<file path="config.mk">
export PLATFORM = sky130hd
export DESIGN_NAME = pll_reconf_sequencer
export DESIGN_NICKNAME = d
export VERILOG_FILES = /design/src/rtl/pll_reconf_sequencer.sv
export SDC_FILE = /design/constraint.sdc
export NUM_CORES = 1
export LEC_CHECK = 0
export BUFFER_PORTS_ARGS = -buffer_cell sky130_fd_sc_hd__buf_4
export CAP_MARGIN = 5
export CELL_PAD_IN_SITES_DETAIL_PLACEMENT = 0
export CELL_PAD_IN_SITES_GLOBAL_PLACEMENT = 2
export CORE_MARGIN = 5
export CORE_UTILIZATION = 43
export CTS_CLUSTER_DIAMETER = 200
export DETAILED_ROUTE_END_ITERATION = 8
export GPL_ROUTABILITY_DRIVEN = 0
export GPL_TIMING_DRIVEN = 0
export PLACE_DENSITY = 0.83
export SLEW_MARGIN = 40
export SYNTH_ARGS = -nofsm -noshare
export SYNTH_HDL_FRONTEND = slang
export SYNTH_SLANG_ARGS = --single-unit
</file>
<file path="constraint.sdc">
create_clock -name clk -period 2.5 [get_ports clk]
set_input_delay 0.5 -clock clk [delete_from_list [all_inputs] [get_ports clk]]
set_output_delay 0.5 -clock clk [all_outputs]
set_load 0.01 [all_outputs]
</file>
<file path="src/rtl/pll_reconf_sequencer.sv">
// Sequences PLL mDRP reconfiguration: two wr strobes once lock is settled, then waits for relock.
// Optional retry-on-timeout behaviour is compiled in with `define PLL_RECONF_RETRY_EN.
module pll_reconf_sequencer #(
   parameter int unsigned MODE_W      = 2,
   parameter int unsigned LOCK_SETTLE = 16,
   parameter int unsigned WR_GAP      = 4,
   parameter int unsigned TIMEOUT     = 65535,
   parameter int unsigned MAX_RETRY   = 3
) (
   input  logic              clk,
   input  logic              rst_n,
   input  logic [MODE_W-1:0] mode_req,
   input  logic              pll_lock,
   output logic              wr,
   output logic              busy,
   output logic              done,
   output logic              err,
   output logic [MODE_W-1:0] mode_cur
);

   localparam int unsigned LS_W  = $clog2(LOCK_SETTLE + 1);
   localparam int unsigned GAP_W = $clog2(WR_GAP + 1);
   localparam int unsigned TO_W  = $clog2(TIMEOUT + 1);

   typedef enum logic [2:0] {
      S_IDLE,
      S_WR1,
      S_GAP,
      S_WR2,
      S_RELOCK
   } state_e;

   state_e            state_q, state_d;
   logic [MODE_W-1:0] sync1_q, sync2_q;
   logic [LS_W-1:0]   lock_cnt_q;
   logic              stable_q;
   logic [MODE_W-1:0] mode_tgt_q, mode_tgt_d;
   logic [MODE_W-1:0] mode_cur_q, mode_cur_d;
   logic [GAP_W-1:0]  gap_cnt_q, gap_cnt_d;
   logic [TO_W-1:0]   to_cnt_q, to_cnt_d;
   logic              wr_q, wr_d;
   logic              busy_q, busy_d;
   logic              done_q, done_d;
   logic              err_q, err_d;
   logic              stable, pending, relocked;

`ifdef PLL_RECONF_RETRY_EN
   localparam int unsigned RT_W = (MAX_RETRY > 0) ? $clog2(MAX_RETRY + 1) : 1;
   logic [RT_W-1:0] retry_cnt_q, retry_cnt_d;
`else
   // MAX_RETRY only matters when retries are compiled in.
   logic unused_max_retry;
   assign unused_max_retry = ^MAX_RETRY;
`endif

   assign stable   = (lock_cnt_q == LS_W'(LOCK_SETTLE));
   assign pending  = (sync2_q != mode_cur_q);
   // Relock counts only when stability is newly reached, not carried over from before the strobes.
   assign relocked = stable & ~stable_q;

   // Mode synchroniser and lock-settle counter
   always_ff @(posedge clk or negedge rst_n) begin
      if (!rst_n) begin
         sync1_q    <= '0;
         sync2_q    <= '0;
         lock_cnt_q <= '0;
         stable_q   <= 1'b0;
      end else begin
         sync1_q  <= mode_req;
         sync2_q  <= sync1_q;
         stable_q <= stable;
         if (!pll_lock)
            lock_cnt_q <= '0;
         else if (!stable)
            lock_cnt_q <= lock_cnt_q + LS_W'(1);
      end
   end

   always_ff @(posedge clk or negedge rst_n) begin
      if (!rst_n) begin
         state_q     <= S_IDLE;
         mode_tgt_q  <= '0;
         mode_cur_q  <= '0;
         gap_cnt_q   <= '0;
         to_cnt_q    <= '0;
         wr_q        <= 1'b0;
         busy_q      <= 1'b0;
         done_q      <= 1'b0;
         err_q       <= 1'b0;
`ifdef PLL_RECONF_RETRY_EN
         retry_cnt_q <= '0;
`endif
      end else begin
         state_q     <= state_d;
         mode_tgt_q  <= mode_tgt_d;
         mode_cur_q  <= mode_cur_d;
         gap_cnt_q   <= gap_cnt_d;
         to_cnt_q    <= to_cnt_d;
         wr_q        <= wr_d;
         busy_q      <= busy_d;
         done_q      <= done_d;
         err_q       <= err_d;
`ifdef PLL_RECONF_RETRY_EN
         retry_cnt_q <= retry_cnt_d;
`endif
      end
   end

   always_comb begin
      state_d     = state_q;
      mode_tgt_d  = mode_tgt_q;
      mode_cur_d  = mode_cur_q;
      gap_cnt_d   = gap_cnt_q;
      to_cnt_d    = to_cnt_q;
      done_d      = 1'b0;
      err_d       = err_q;
`ifdef PLL_RECONF_RETRY_EN
      retry_cnt_d = retry_cnt_q;
`endif
      unique case (state_q)
         S_IDLE: begin
            if (pending && stable) begin
               state_d    = S_WR1;
               mode_tgt_d = sync2_q;
            end
         end
         S_WR1: begin
            gap_cnt_d = '0;
            state_d   = pll_lock ? S_GAP : S_IDLE;
         end
         S_GAP: begin
            gap_cnt_d = gap_cnt_q + GAP_W'(1);
            if (!pll_lock)
               state_d = S_IDLE;
            else if (gap_cnt_q == GAP_W'(WR_GAP - 1))
               state_d = S_WR2;
         end
         S_WR2: begin
            to_cnt_d = '0;
            state_d  = pll_lock ? S_RELOCK : S_IDLE;
         end
         S_RELOCK: begin
            to_cnt_d = to_cnt_q + TO_W'(1);
            if (relocked) begin
               state_d     = S_IDLE;
               done_d      = 1'b1;
               mode_cur_d  = mode_tgt_q;
               err_d       = 1'b0;
`ifdef PLL_RECONF_RETRY_EN
               retry_cnt_d = '0;
`endif
            end else if (to_cnt_q == TO_W'(TIMEOUT - 1)) begin
               state_d = S_IDLE;
`ifdef PLL_RECONF_RETRY_EN
               // Leaving mode_cur alone keeps the request pending, so it restarts on next lock.
               if (retry_cnt_q < RT_W'(MAX_RETRY)) begin
                  retry_cnt_d = retry_cnt_q + RT_W'(1);
               end else begin
                  err_d       = 1'b1;
                  mode_cur_d  = mode_tgt_q;
                  retry_cnt_d = '0;
               end
`else
               err_d      = 1'b1;
               mode_cur_d = mode_tgt_q;
`endif
            end
         end
         default: state_d = S_IDLE;
      endcase
      wr_d   = (state_d == S_WR1) || (state_d == S_WR2);
      busy_d = (state_d != S_IDLE);
   end

   assign wr       = wr_q;
   assign busy     = busy_q;
   assign done     = done_q;
   assign err      = err_q;
   assign mode_cur = mode_cur_q;

endmodule

</file>
* Word level (Yosys, flattened, before mapping)
Cells that the tools add are included.
** Storage, ports and cells
- Register bits after elaboration :: 40
- Output and inout bits :: 6
** Operators by class
- Add/sub/neg operators :: 3
- Equality and inequality tests :: 11
- Muxes and demuxes :: 18
- Bitwise gates (word level) :: 2
- Reductions and logical operators :: 9
** Operator list (count)
- $pmux 16 s2 :: 1
- $mux 3 :: 6
- $add 16x1->16 const B :: 1
- $eq 16x16->1 const B :: 1
- $pmux 3 s5 :: 1
- $eq 3x2->1 const B :: 4
- $mux 5 :: 2
- $eq 3x1->1 const B :: 2
- $mux 2 :: 3
- $pmux 3 s2 :: 1
- $reduce_bool 2->1 :: 3
- $add 5x1->5 const B :: 1
- $eq 5x5->1 const B :: 1
- $mux 1 :: 4
- $reduce_and 2->1 :: 2
- $add 3x1->3 const B :: 1
- $eq 3x3->1 const B :: 1
- $logic_not 3->1 :: 1
- $reduce_bool 3->1 :: 1
- $ne 2x2->1 :: 1
- $ne 2x2->1 const B :: 1
- $and 1x1->1 :: 1
- $logic_and 1x1->1 :: 1
- $logic_or 1x1->1 :: 1
- $not 1->1 :: 1

* Depth between registers and ports, before layout
- Word-level depth :: 6
- Depth in mapped cells :: 7

* Least setup slack after synthesis
No wires, ideal clock.
- Path type :: register to register
- Start :: register lock_cnt_q[0]
- End :: register mode_cur_q[0], in the netlist mode_cur[0]
- Data arrival time :: 1540 ps
- Slack :: 832 ps
- Cell stages (with the launch flop) :: 8
- Buffers on the path :: 1
- Period minus slack after synthesis :: 1668 ps
- Cell sequence :: dfrtp_1 inv_1 ha_1 and4bb_1 buf_6 nor2b_4 o21ai_1 mux2_1
** Between the ends
- Longest elaborated chain between the ends :: 4
- Elaborated cells between the ends (all ways) :: 5
- Those cells by class :: eq/ne (1); mux (1); bitwise (1); reduce/logical (2)
** RTL lines
- from (decl) :: line 35 : logic [LS_W-1:0] lock_cnt_q;
- from (signal assigned) :: line 75 : lock_cnt_q <= lock_cnt_q + LS_W'(1);
- $eq 5x5->1 * :: line 56 : assign stable = (lock_cnt_q == LS_W'(LOCK_SETTLE));
- named net stable :: line 45 : logic stable, pending, relocked;
- $and 1x1->1 * :: line 59 : assign relocked = stable & ~stable_q;
- $reduce_bool 2->1 (no source line)
- $reduce_and 2->1 (no source line)
- to (signal assigned) :: line 96 : mode_cur_q <= mode_cur_d;
- to (decl) :: line 38 : logic [MODE_W-1:0] mode_cur_q, mode_cur_d;
Mark *: on every way through the listed nets, which the timed path passes. The rest lies on a longest branch.
A chain may end at the register's enable or synchronous reset.

* Worst setup path after layout
Ends and elaborated chain as after synthesis.

==> results.md <==
- Status: complete, no violations
- First-pass GRT wire length: 6320 um
- Post-Syn Area: 1890 um^2
- Critical Path RT: 2.67 ns
- Final worst-path cycle share: 73.5%
- Via density per instance: 5.56
- Via count: 1317
- Synth unique cells: 42
- Compound-Gate Fraction of Synth Area: 8.61%
- Post-CTS setup buffer count: 0
- CTS H-tree depth: 2
- Most common cell after layout, fill and taps aside: dfrtp_1
- Fmax achieved: 545 MHz
- Chip Width: 76.3 um
- R2R setup slack: 0.66 ns
- CP arrival: 2.01 ns
- Final min period: 1.84 ns
- Area after DPL: 2030 um^2
- Gate power share: 2.9%
- Crit Path Category: reg2reg
- Clk slew on worst S/H paths: 0.08 ns
- Max-cap viol count: 0
- Crit end category: flop
- Core footprint: 4290 um^2
- Sw Ratio: 22.1%
- Critical Path Source Type: flop
- Vias in the first global route: 1364
- Synth Area in XOR/XNOR: 4.17%
- Final instance area: 2120 um^2
- Syn nets: 178
- Dominant synthesized flop cell: dfrtp_1
- Largest net degree at the start of global routing: 41
- Fin cells: 237
- Syn Inst Count: 167
- Sink Count: 40
- Most frequent cells in the layout: dfrtp_1, nand2_1, buf_4, nand3_1
- Fin nets: 195
- Worst Hold Class: in2async
- Initial core utilization: 44.0%
- Min Hold Slack: 0.165 ns
- CTS Buf Count: 5
- Layout Skew: 0.0124 ns
- Clock Latency Late Sink: 0.29 ns
- #FFs+latches synth: 40
- First-pass DRT Iterations: 4
- PnR worst setup slack: 0.664 ns
- Synth-to-layout area growth: 12.3%
- Total grt overflow: 0
- Total GRT Usage: 13.2%
- Syn Area/Cell: 11.3 um^2
- DRC violation count after routing: 0
- Top Ports: 11
- IO buf count: 10
- Sequential share of the synthesized area: 53.0%
- Cell Int Power: 886 uW
- Final setup vio count: 0
- CTS root buffer: clkbuf_8
- Wirelength per Cell: 15.1 um
- Die Area: 5820 um^2
- Max rail drop VDD: 0.400 mV
- Largest family of logic cells by synthesized area: simple AND/OR/NAND/NOR gates
- Post-Place Setup Slack: 0.668 ns
- Flop pwr share: 58.0%
- Diodes inserted: 0
- CP Max Fanout: 6
- CTS-repair resized insts: 0
- Post-DRT Antenna Nets: 0
- Multiplexer share of the synthesized area: 6.16%
- Leak: 1.08 nW
- Clock Power Share: 39.1%
- Synth Area in Simple Gates: 21.5%
- Post-Synth Adder-Cell Area: 3.98%
- Initial DRC Count: 78
- Layout cells sized above 1: 15.1%
- Max-Slew Margin vs Limit: 66.4%
- EDFF count, synth: 0
- Clock buffer depth: 2
- Ys async rst share: 100%
- Power density over the cells: 536 nW/um^2
- Hold-fix buffers, CTS: 0
- Synthesis Warnings: 0
- Die height: 76.3 um
- Final TNS setup: 0 ns
- RSZ-0062 raised after global routing: false
- Number of cell rows: 24
- Dpl cells: 229
- # fillers: 417
- Detail Placement HPWL: 2560 um
- CTS tree: yes
- Worst Tran Pin Value: 0.504 ns
- Switching pwr: 251 uW
- Final Max Tran Viols: 0
- Total routed wirelength: 3580 um
- Final Hold Viols: 0
- Initial antenna violation count: 0
per-stage QoR:
stage	power, mW	util (%)
CTS	1.15	49.4
floorplan	0.683	-
finish	1.14	49.4
global placement	0.704	47.2
detailed placement	0.707	47.2
global route	1.19	49.4
worst max-delay path: stages (launching register included):
cell      delay, ns
dfrtp_1        0.41
inv_1          0.06
ha_1           0.19
and4bb_1       0.21
buf_6          0.13
nor2b_4        0.12
o21ai_1        0.24
mux2_1         0.35
flip-flops by register name (all words and copies together), names as in the netlist, 2 cells and up:
| name | count |
|---|---|
| gap_cnt_q | 3 |
| to_cnt_q | 16 |
| sync1_q | 2 |
| mode_cur | 2 |
| sync2_q | 2 |
| mode_tgt_q | 2 |
| lock_cnt_q | 5 |
| state_q | 3 |
cell families after synthesis:
group	Yosys count
DFF	40
AOI/OAI and AO/OA	24
muxes	11
xor gates and xnor gates	9
buffers and inverters	9
adders and majority gates	6
and+or+nand+nor	68
synthesized netlist by cell type (all sizes together) (2+ instances only):
cell / count / area [um^2]
nor2: 7 / 26.3
mux2: 5 / 56.3
nand4: 8 / 65.1
and3: 7 / 43.8
xor2: 6 / 52.6
ha: 6 / 75.1
o21ai: 9 / 45.0
mux2i: 6 / 60.1
nand2: 15 / 56.3
o31ai: 3 / 22.5
and2: 7 / 43.8
xnor2: 3 / 26.3
dfrtp: 40 / 1000
nand3: 10 / 50.1
a22o: 4 / 35.0
nor4: 2 / 12.5
nor2b: 2 / 20.0
inv: 5 / 18.8
buf: 4 / 28.8
o211ai: 3 / 27.5
layout make-up:
class / instances / area (um^2) / area share [%]
flip-flops and latches: 40 / 1000 / 47.2
multi-input cells: 118 / 840 / 39.6
clock buffers: 6 / 82.6 / 3.89
repair buffers: 10 / 75.1 / 3.54
well taps: 52 / 65.1 / 3.07
plain buffers: 4 / 28.8 / 1.36
inverters: 5 / 18.8 / 0.885
clock inverters: 2 / 10.0 / 0.472
power by group through the flow:
stage                     logic [mW]  registers, mW  clock network, mW
after floorplan               0.0120          0.671                  0
after global placement        0.0320          0.672                  0
after detailed placement      0.0344          0.672                  0
after CTS                     0.0344          0.660              0.459
after global routing          0.0390          0.661              0.492
final                         0.0326          0.660              0.444
final timing paths:
kind | startpoint | to | depth (start not counted)
max reg2reg | lock_cnt_q[0] | mode_cur[0] | 7
max in group asynchronous | rst_n | wr | 1
min | rst_n | to_cnt_q[0] | 1
max | lock_cnt_q[0] | mode_cur[0] | 7
min in group clk | mode_req[1] | sync1_q[1] | 1
min reg2reg | sync1_q[0] | sync2_q[0] | 0
layer usage:
layer  wire (um)  vias to the layer above  track usage, %
li1            -                      638               -
met1        1650                      665            17.0
met2        1810                       12            21.5
met3         105                        2            3.78
met4          14                        0            3.85
met5           0                        -               0
(Power assumes the default switching activity.)
